$ cat config.mk
export PLATFORM = sky130hd
export DESIGN_NAME = sdram_loader
export DESIGN_NICKNAME = d
export VERILOG_FILES = /design/src/rtl/sdram_pkg.sv /design/src/rtl/marker_window.sv /design/src/rtl/sdram_loader.sv
export SDC_FILE = /design/constraint.sdc
export NUM_CORES = 1
export LEC_CHECK = 0
export ABC_AREA = 0
export CORE_UTILIZATION = 45
export CTS_BUF_LIST = sky130_fd_sc_hd__clkbuf_8 sky130_fd_sc_hd__clkbuf_16
export DETAILED_ROUTE_END_ITERATION = 16
export MAX_ROUTING_LAYER = met4
export PLACE_DENSITY = 0.68
export SYNTH_ARGS = -nofsm -noshare
export SYNTH_HDL_FRONTEND = slang
export SYNTH_SLANG_ARGS = --single-unit
$ cat constraint.sdc
create_clock -name clk -period 7.25 [get_ports clk]
set_input_delay 1.8125 -clock clk [delete_from_list [all_inputs] [get_ports clk]]
set_output_delay 1.8125 -clock clk [all_outputs]
set_load 0.05 [all_outputs]
$ cat src/rtl/sdram_pkg.sv
// Constants shared by the SDRAM loader and the SDRAM reader: frame markers,
// region base address, region sizes and the loader state encoding.
package sdram_pkg;

    localparam logic [31:0] START_WORD = 32'hF00B_F00B;
    localparam logic [31:0] STOP_WORD  = 32'hDEAD_F00B;
    localparam logic [31:0] SDRAM_ADDR = 32'h0800_0000;

    localparam int IMSIZE    = 64;
    localparam int L0SIZE    = 2048;
    localparam int L1SIZE    = 128;
    localparam int L2SIZE    = 80;
    localparam int MAX_BYTES = IMSIZE + L0SIZE + L1SIZE + L2SIZE;

    typedef enum logic [2:0] {
        ST_HUNT,
        ST_LEN_HI,
        ST_LEN_LO,
        ST_DATA,
        ST_STOP,
        ST_FIN,
        ST_ERR
    } loader_state_e;

endpackage

$ cat src/rtl/marker_window.sv
// 4-byte MSB-first shift window used to spot the start and stop markers.
// Match outputs look ahead: they compare the window as it would be after shifting in byte_i.
module marker_window
    import sdram_pkg::*;
(
    input  logic       clk,
    input  logic       reset,
    input  logic       shift_i,
    input  logic       clear_i,
    input  logic [7:0] byte_i,
    output logic       match_start_o,
    output logic       match_stop_o
);

    logic [31:0] win_q;
    logic [31:0] win_d;
    logic [31:0] win_next;

    assign win_next      = {win_q[23:0], byte_i};
    assign match_start_o = (win_next == START_WORD);
    assign match_stop_o  = (win_next == STOP_WORD);

    always_comb begin
        win_d = win_q;
        if (clear_i)
            win_d = '0;
        else if (shift_i)
            win_d = win_next;
    end

    always_ff @(posedge clk or posedge reset) begin
        if (reset)
            win_q <= '0;
        else
            win_q <= win_d;
    end

endmodule

$ cat src/rtl/sdram_loader.sv
// Avalon-MM write master: parses start/length/payload/stop frames from the host
// byte stream and writes the payload sequentially into SDRAM from BASE_ADDR.
module sdram_loader #(
    parameter int                             MASTER_ADDRESSWIDTH = 32,
    parameter int                             DATAWIDTH           = 8,
    parameter logic [MASTER_ADDRESSWIDTH-1:0] BASE_ADDR           = MASTER_ADDRESSWIDTH'(sdram_pkg::SDRAM_ADDR),
    parameter int                             MAX_BYTES           = sdram_pkg::MAX_BYTES,
    parameter int                             LENBITS             = 16
) (
    input  logic                           clk,
    input  logic                           reset,
    input  logic [7:0]                     s_data,
    input  logic                           s_valid,
    output logic                           s_ready,
    input  logic                           abort,
    output logic [MASTER_ADDRESSWIDTH-1:0] master_address,
    output logic [DATAWIDTH-1:0]           master_writedata,
    output logic                           master_write,
    output logic                           master_read,
    input  logic                           master_waitrequest,
    output logic                           busy,
    output logic                           done,
    output logic                           error,
    output logic [LENBITS-1:0]             bytes_written
);
    import sdram_pkg::*;

    localparam logic [LENBITS-1:0] MAX_LEN = LENBITS'(MAX_BYTES);

    loader_state_e                  state_q, state_d;
    logic [LENBITS-1:0]             len_q, len_d;
    logic [LENBITS-1:0]             rx_cnt_q, rx_cnt_d;
    logic [LENBITS-1:0]             wr_cnt_q, wr_cnt_d;
    logic [LENBITS-1:0]             bw_q, bw_d;
    logic [1:0]                     stop_cnt_q, stop_cnt_d;
    logic                           pend_q, pend_d;
    logic                           drain_q, drain_d;
    logic [DATAWIDTH-1:0]           wr_byte_q, wr_byte_d;
    logic [MASTER_ADDRESSWIDTH-1:0] addr_q, addr_d;
    logic                           done_q, done_d;
    logic                           err_q, err_d;
    logic                           busy_q;

    logic               accept;
    logic               wr_done;
    logic               win_shift;
    logic               win_clear;
    logic               match_start;
    logic               match_stop;
    logic [LENBITS-1:0] len_new;

    marker_window u_window (
        .clk          (clk),
        .reset        (reset),
        .shift_i      (win_shift),
        .clear_i      (win_clear),
        .byte_i       (s_data),
        .match_start_o(match_start),
        .match_stop_o (match_stop)
    );

    always_comb begin
        s_ready = 1'b0;
        if (!abort) begin
            case (state_q)
                ST_HUNT, ST_LEN_HI, ST_LEN_LO, ST_STOP: s_ready = 1'b1;
                ST_DATA: s_ready = !drain_q && (rx_cnt_q < len_q) &&
                                   (!pend_q || !master_waitrequest);
                default: s_ready = 1'b0;
            endcase
        end
    end

    assign accept  = s_valid && s_ready;
    assign wr_done = pend_q && !master_waitrequest;
    assign len_new = (len_q << 8) | LENBITS'(s_data);

    always_comb begin
        state_d    = state_q;
        len_d      = len_q;
        rx_cnt_d   = rx_cnt_q;
        wr_cnt_d   = wr_cnt_q;
        bw_d       = bw_q;
        stop_cnt_d = stop_cnt_q;
        pend_d     = pend_q;
        drain_d    = drain_q;
        wr_byte_d  = wr_byte_q;
        addr_d     = addr_q;
        done_d     = 1'b0;
        err_d      = 1'b0;
        win_shift  = 1'b0;
        win_clear  = abort;

        // Write path runs in every state so a drained write still gets counted.
        if (accept && state_q == ST_DATA) begin
            wr_byte_d = DATAWIDTH'(s_data);
            pend_d    = 1'b1;
            rx_cnt_d  = rx_cnt_q + LENBITS'(1);
        end else if (wr_done) begin
            pend_d = 1'b0;
        end
        if (wr_done) begin
            wr_cnt_d = wr_cnt_q + LENBITS'(1);
            bw_d     = bw_q + LENBITS'(1);
            addr_d   = addr_q + MASTER_ADDRESSWIDTH'(1);
        end

        case (state_q)
            ST_HUNT: begin
                if (accept) begin
                    if (match_start) begin
                        win_clear = 1'b1;
                        state_d   = ST_LEN_HI;
                    end else begin
                        win_shift = 1'b1;
                    end
                end
            end
            ST_LEN_HI: begin
                if (abort)
                    state_d = ST_HUNT;
                else if (accept) begin
                    len_d   = LENBITS'(s_data);
                    state_d = ST_LEN_LO;
                end
            end
            ST_LEN_LO: begin
                if (abort)
                    state_d = ST_HUNT;
                else if (accept) begin
                    len_d = len_new;
                    if (len_new == '0 || len_new > MAX_LEN) begin
                        err_d   = 1'b1;
                        state_d = ST_ERR;
                    end else begin
                        rx_cnt_d = '0;
                        wr_cnt_d = '0;
                        bw_d     = '0;
                        addr_d   = BASE_ADDR;
                        state_d  = ST_DATA;
                    end
                end
            end
            ST_DATA: begin
                // An issued Avalon write cannot be withdrawn: on abort, drain it first.
                if (abort || drain_q) begin
                    if (pend_d) begin
                        drain_d = 1'b1;
                    end else begin
                        drain_d = 1'b0;
                        state_d = ST_HUNT;
                    end
                end else if (wr_cnt_q == len_q && !pend_q) begin
                    stop_cnt_d = '0;
                    state_d    = ST_STOP;
                end
            end
            ST_STOP: begin
                if (abort)
                    state_d = ST_HUNT;
                else if (accept) begin
                    stop_cnt_d = stop_cnt_q + 2'd1;
                    if (stop_cnt_q == 2'd3) begin
                        // Clear rather than keep the stop word, whose F0 0B tail would fake half a start word.
                        win_clear = 1'b1;
                        done_d    = match_stop;
                        err_d     = !match_stop;
                        state_d   = match_stop ? ST_FIN : ST_ERR;
                    end else begin
                        win_shift = 1'b1;
                    end
                end
            end
            default: state_d = ST_HUNT;
        endcase
    end

    always_ff @(posedge clk or posedge reset) begin
        if (reset) begin
            state_q    <= ST_HUNT;
            len_q      <= '0;
            rx_cnt_q   <= '0;
            wr_cnt_q   <= '0;
            bw_q       <= '0;
            stop_cnt_q <= '0;
            pend_q     <= 1'b0;
            drain_q    <= 1'b0;
            wr_byte_q  <= '0;
            addr_q     <= BASE_ADDR;
            done_q     <= 1'b0;
            err_q      <= 1'b0;
            busy_q     <= 1'b0;
        end else begin
            state_q    <= state_d;
            len_q      <= len_d;
            rx_cnt_q   <= rx_cnt_d;
            wr_cnt_q   <= wr_cnt_d;
            bw_q       <= bw_d;
            stop_cnt_q <= stop_cnt_d;
            pend_q     <= pend_d;
            drain_q    <= drain_d;
            wr_byte_q  <= wr_byte_d;
            addr_q     <= addr_d;
            done_q     <= done_d;
            err_q      <= err_d;
            busy_q     <= (state_d != ST_HUNT);
        end
    end

    assign master_write     = pend_q;
    assign master_address   = addr_q;
    assign master_writedata = wr_byte_q;
    assign master_read      = 1'b0;
    assign busy             = busy_q;
    assign done             = done_q;
    assign error            = err_q;
    assign bytes_written    = bw_q;

endmodule

==> results by group <==
Critical path
  • CP Launch Type: primary input
  • Data arrival time of the worst path: ~3.8 ns
  • Req. time, crit path: approximately 5.4 ns
  • Worst Path Max Fanout: 4
  • Critical Path End Type: output pin
  • Kind of critical path: primary input to output pin

CTS
  • Clk_lat worst skew: 0.43 ns
  • Setup Buffers After CTS: 0
  • CTS tree: built
  • Root Buffer: clkbuf_16
  • Total CTS buffers: 17
  • Longest Clk Path Bufs: 2
  • # resized after CTS: 0
  • Worst-path clk slew: 0.06 ns
  • Post-CTS Hold Fix Bufs: 0
  • CTS sink count: about 140
  • H-tree depth: 4

Detailed routing
  • DRT antenna net count: 0
  • 1st-iter DRT viols: around 430
  • Routed wire length: 17.0 mm
  • # DRC: 0
  • Vias/cell: approximately 5.5
  • Initial DRT Pass Iterations: 5
  • Routed vias: ~5,900
  • Routed len/inst: roughly 16 µm

Place
  • Dpl ws: roughly 1.6 ns
  • Area of placed instances: between 8000 and 9000 µm²
  • Post-DP HPWL: 11.1 mm
  • Port Buffer Count: 73
  • Gpl congestion: 0.782

Yosys
  • Mean Syn Cell Area: ~9.5 µm²
  • Number of flops mapped to enable cells by yosys: 0
  • Main flop type after synthesis: dfrtp_1
  • Post-Synthesis Cell Area: ~7400 µm²
  • Net Count, Synth: 805
  • Synth Instances: roughly 770
  • Number of distinct library cells after synthesis: 49
  • Synth Register Bits: about 140
  • Register area share after synthesis: 0.470
  • Ys Warns: 0
  • Async SR Flop Fraction: 1.00

Floorplanning
  • Die W: between 100 and 150 µm
  • Die Ht: 130 µm
  • Initial Utilization: 0.461
  • Placement Rows: 46
  • IO Pins: 75
  • Die area: ~17,000 µm²
  • Core area: 15,900 µm²

GRT
  • First-pass GRT wire length: between 20 and 30 mm
  • Global Route Usage Sum: 0.222
  • Antenna violations before repair: 1
  • Vias in the first global route: between 5,000 and 6,000
  • Largest net degree at the start of global routing: between 90 and 100
  • Gr ovfl total: 0

Finish
  • # diodes: 0
  • Fillers: roughly 1,400
  • Layout area overhead: 21.4%
  • Post-layout nets: 874
  • Layout cells sized above 1: 0.0867
  • Post-route cell area: slightly below 9000 µm²
  • Core Util, Final: 0.560

Timing
  • Hold slack: ~0.5 ns
  • Final Cycle Share: 0.773
  • Final setup viols: 0
  • Slew HR: 0.349
  • RSZ-0062 raised after global routing: no
  • Final hold violations: 0
  • Final Skew: roughly 0.012 ns
  • Final worst slack: roughly 1.6 ns
  • Worst-Margin Slew: 0.975 ns
  • Setup TNS: 0 ns
  • Max frequency: 179 MHz
  • Post-layout min period: roughly 5.6 ns
  • Final Slew Violations: 0

Pwr
  • Leakage: 3.98 nW
  • VDD IR max: 0.000170 V
  • PD cells: ~200 nW/µm²

Run
  • MaxCap Viol Count: 0

Outcome
  • Outcome: finished, final reports clean

Min path
  • Type of the most critical hold path: flop to flop
[critical path, stage by stage]
cell,delay [ns]
clkdlybuf4s50_1,0.48
nand2_1,0.20
o211ai_1,0.15
o21bai_1,0.15
and3b_1,0.19
clkdlybuf4s50_1,0.80
[per-layer routing]
| layer | wire length [µm] | vias up | part of all wire | global-route usage |
|---|---|---|---|---|
| met5 | 0 | - | 0 | - |
| met4 | 195 | 0 | 0.011 | 0.0663 |
| met3 | 767 | 16 | 0.045 | 0.0435 |
| met2 | 7690 | 138 | 0.45 | 0.322 |
| met1 | 8330 | 2860 | 0.49 | 0.312 |
| li1 | - | 2881 | - | - |
[cells in the mapped netlist (9+ instances only)]
library cell | number | share of area
dfrtp_1 | 137 | 0.47
nor2_1 | 89 | 0.045
nand2_1 | 86 | 0.044
xor2_1 | 50 | 0.060
a21oi_1 | 45 | 0.031
nand3_1 | 33 | 0.022
o21ai_0 | 25 | 0.017
a22o_1 | 24 | 0.029
inv_1 | 24 | 0.012
a22oi_1 | 23 | 0.023
mux2_2 | 22 | 0.034
xnor2_1 | 22 | 0.026
ha_1 | 20 | 0.034
nand4_1 | 20 | 0.017
clkbuf_1 | 19 | 0.0097
nor3_1 | 13 | 0.0088
nor4_1 | 11 | 0.0094
or3_1 | 11 | 0.0094
nor2b_1 | 10 | 0.0085
or4_1 | 9 | 0.0092
[final cells by class]
type | count | area [µm²] | area share
multi-input combinational | 579 | 3670 | 0.411
sequential | 138 | 3450 | 0.387
inverter | 24 | 95.1 | 0.0107
timing repair buffer | 81 | 791 | 0.0886
tap | 216 | 270 | 0.0303
clock buffer | 19 | 453 | 0.0507
clock inverter | 13 | 191 | 0.0214
[final timing paths]
| kind | start | end | slack (ns) | cells after the start |
|---|---|---|---|---|
| setup reg to reg | u_window.win_q[1] | u_window.win_q[0] | 4.18 | 6 |
| hold / removal | master_writedata[6] | master_writedata[6] | 0.51 | 1 |
| setup / recovery | master_waitrequest | s_ready | 1.65 | 6 |
| max in group asynchronous | reset | master_address[31] | 4.17 | 3 |
| hold reg to reg | master_writedata[6] | master_writedata[6] | 0.51 | 1 |
| min in group asynchronous | reset | master_writedata[0] | 1.93 | 2 |
[layout by cell type, fill, tap and decap left out, drive strengths merged, types with 23 or more instances in the layout]
cell and count:
nand2 86, inv 28, a22o 24, a21oi 45, nand3 33, xor2 50, nor2 89, a22oi 23
clkdlybuf4s50 73, o21ai 26, dfrtp 137
[stage by stage]
stage | power (mW) | instances
floorplan | 0.824 | 772
global route | 1.83 | 1070
CTS | 1.79 | 1070
global placement | 0.845 | 1038
finish | 1.78 | 1070
detailed placement | 0.846 | 1038
[logic make-up after synthesis]
family / share of synthesized area
AOI/OAI and AO/OA: 0.127
xor gates and xnor gates: 0.0858
adders and majority gates: 0.0340
buffers and inverters: 0.0320
DFF: 0.470
muxes: 0.0405
other: 0.000510
and+or+nand+nor: 0.210
[power breakdown]
part / internal [mW] / switching (mW) / total [mW]
combinational: 0.0158 / 0.0377 / 0.0534
clock: 0.598 / 0.349 / 0.947
sequential: 0.773 / 0.00418 / 0.777
[registers in the layout (all words and copies together) (netlist names)]
| name | count |
|---|---|
| master_writedata | 8 |
| state_q | 3 |
| stop_cnt_q | 2 |
| u_window.win_q | 24 |
| drain_q | 1 |
| wr_cnt_q | 16 |
| len_q | 16 |
| error | 1 |
| master_write | 1 |
| busy | 1 |
| bytes_written | 16 |
| done | 1 |
| master_address | 32 |
| rx_cnt_q | 16 |
(Power assumes the default switching activity.)
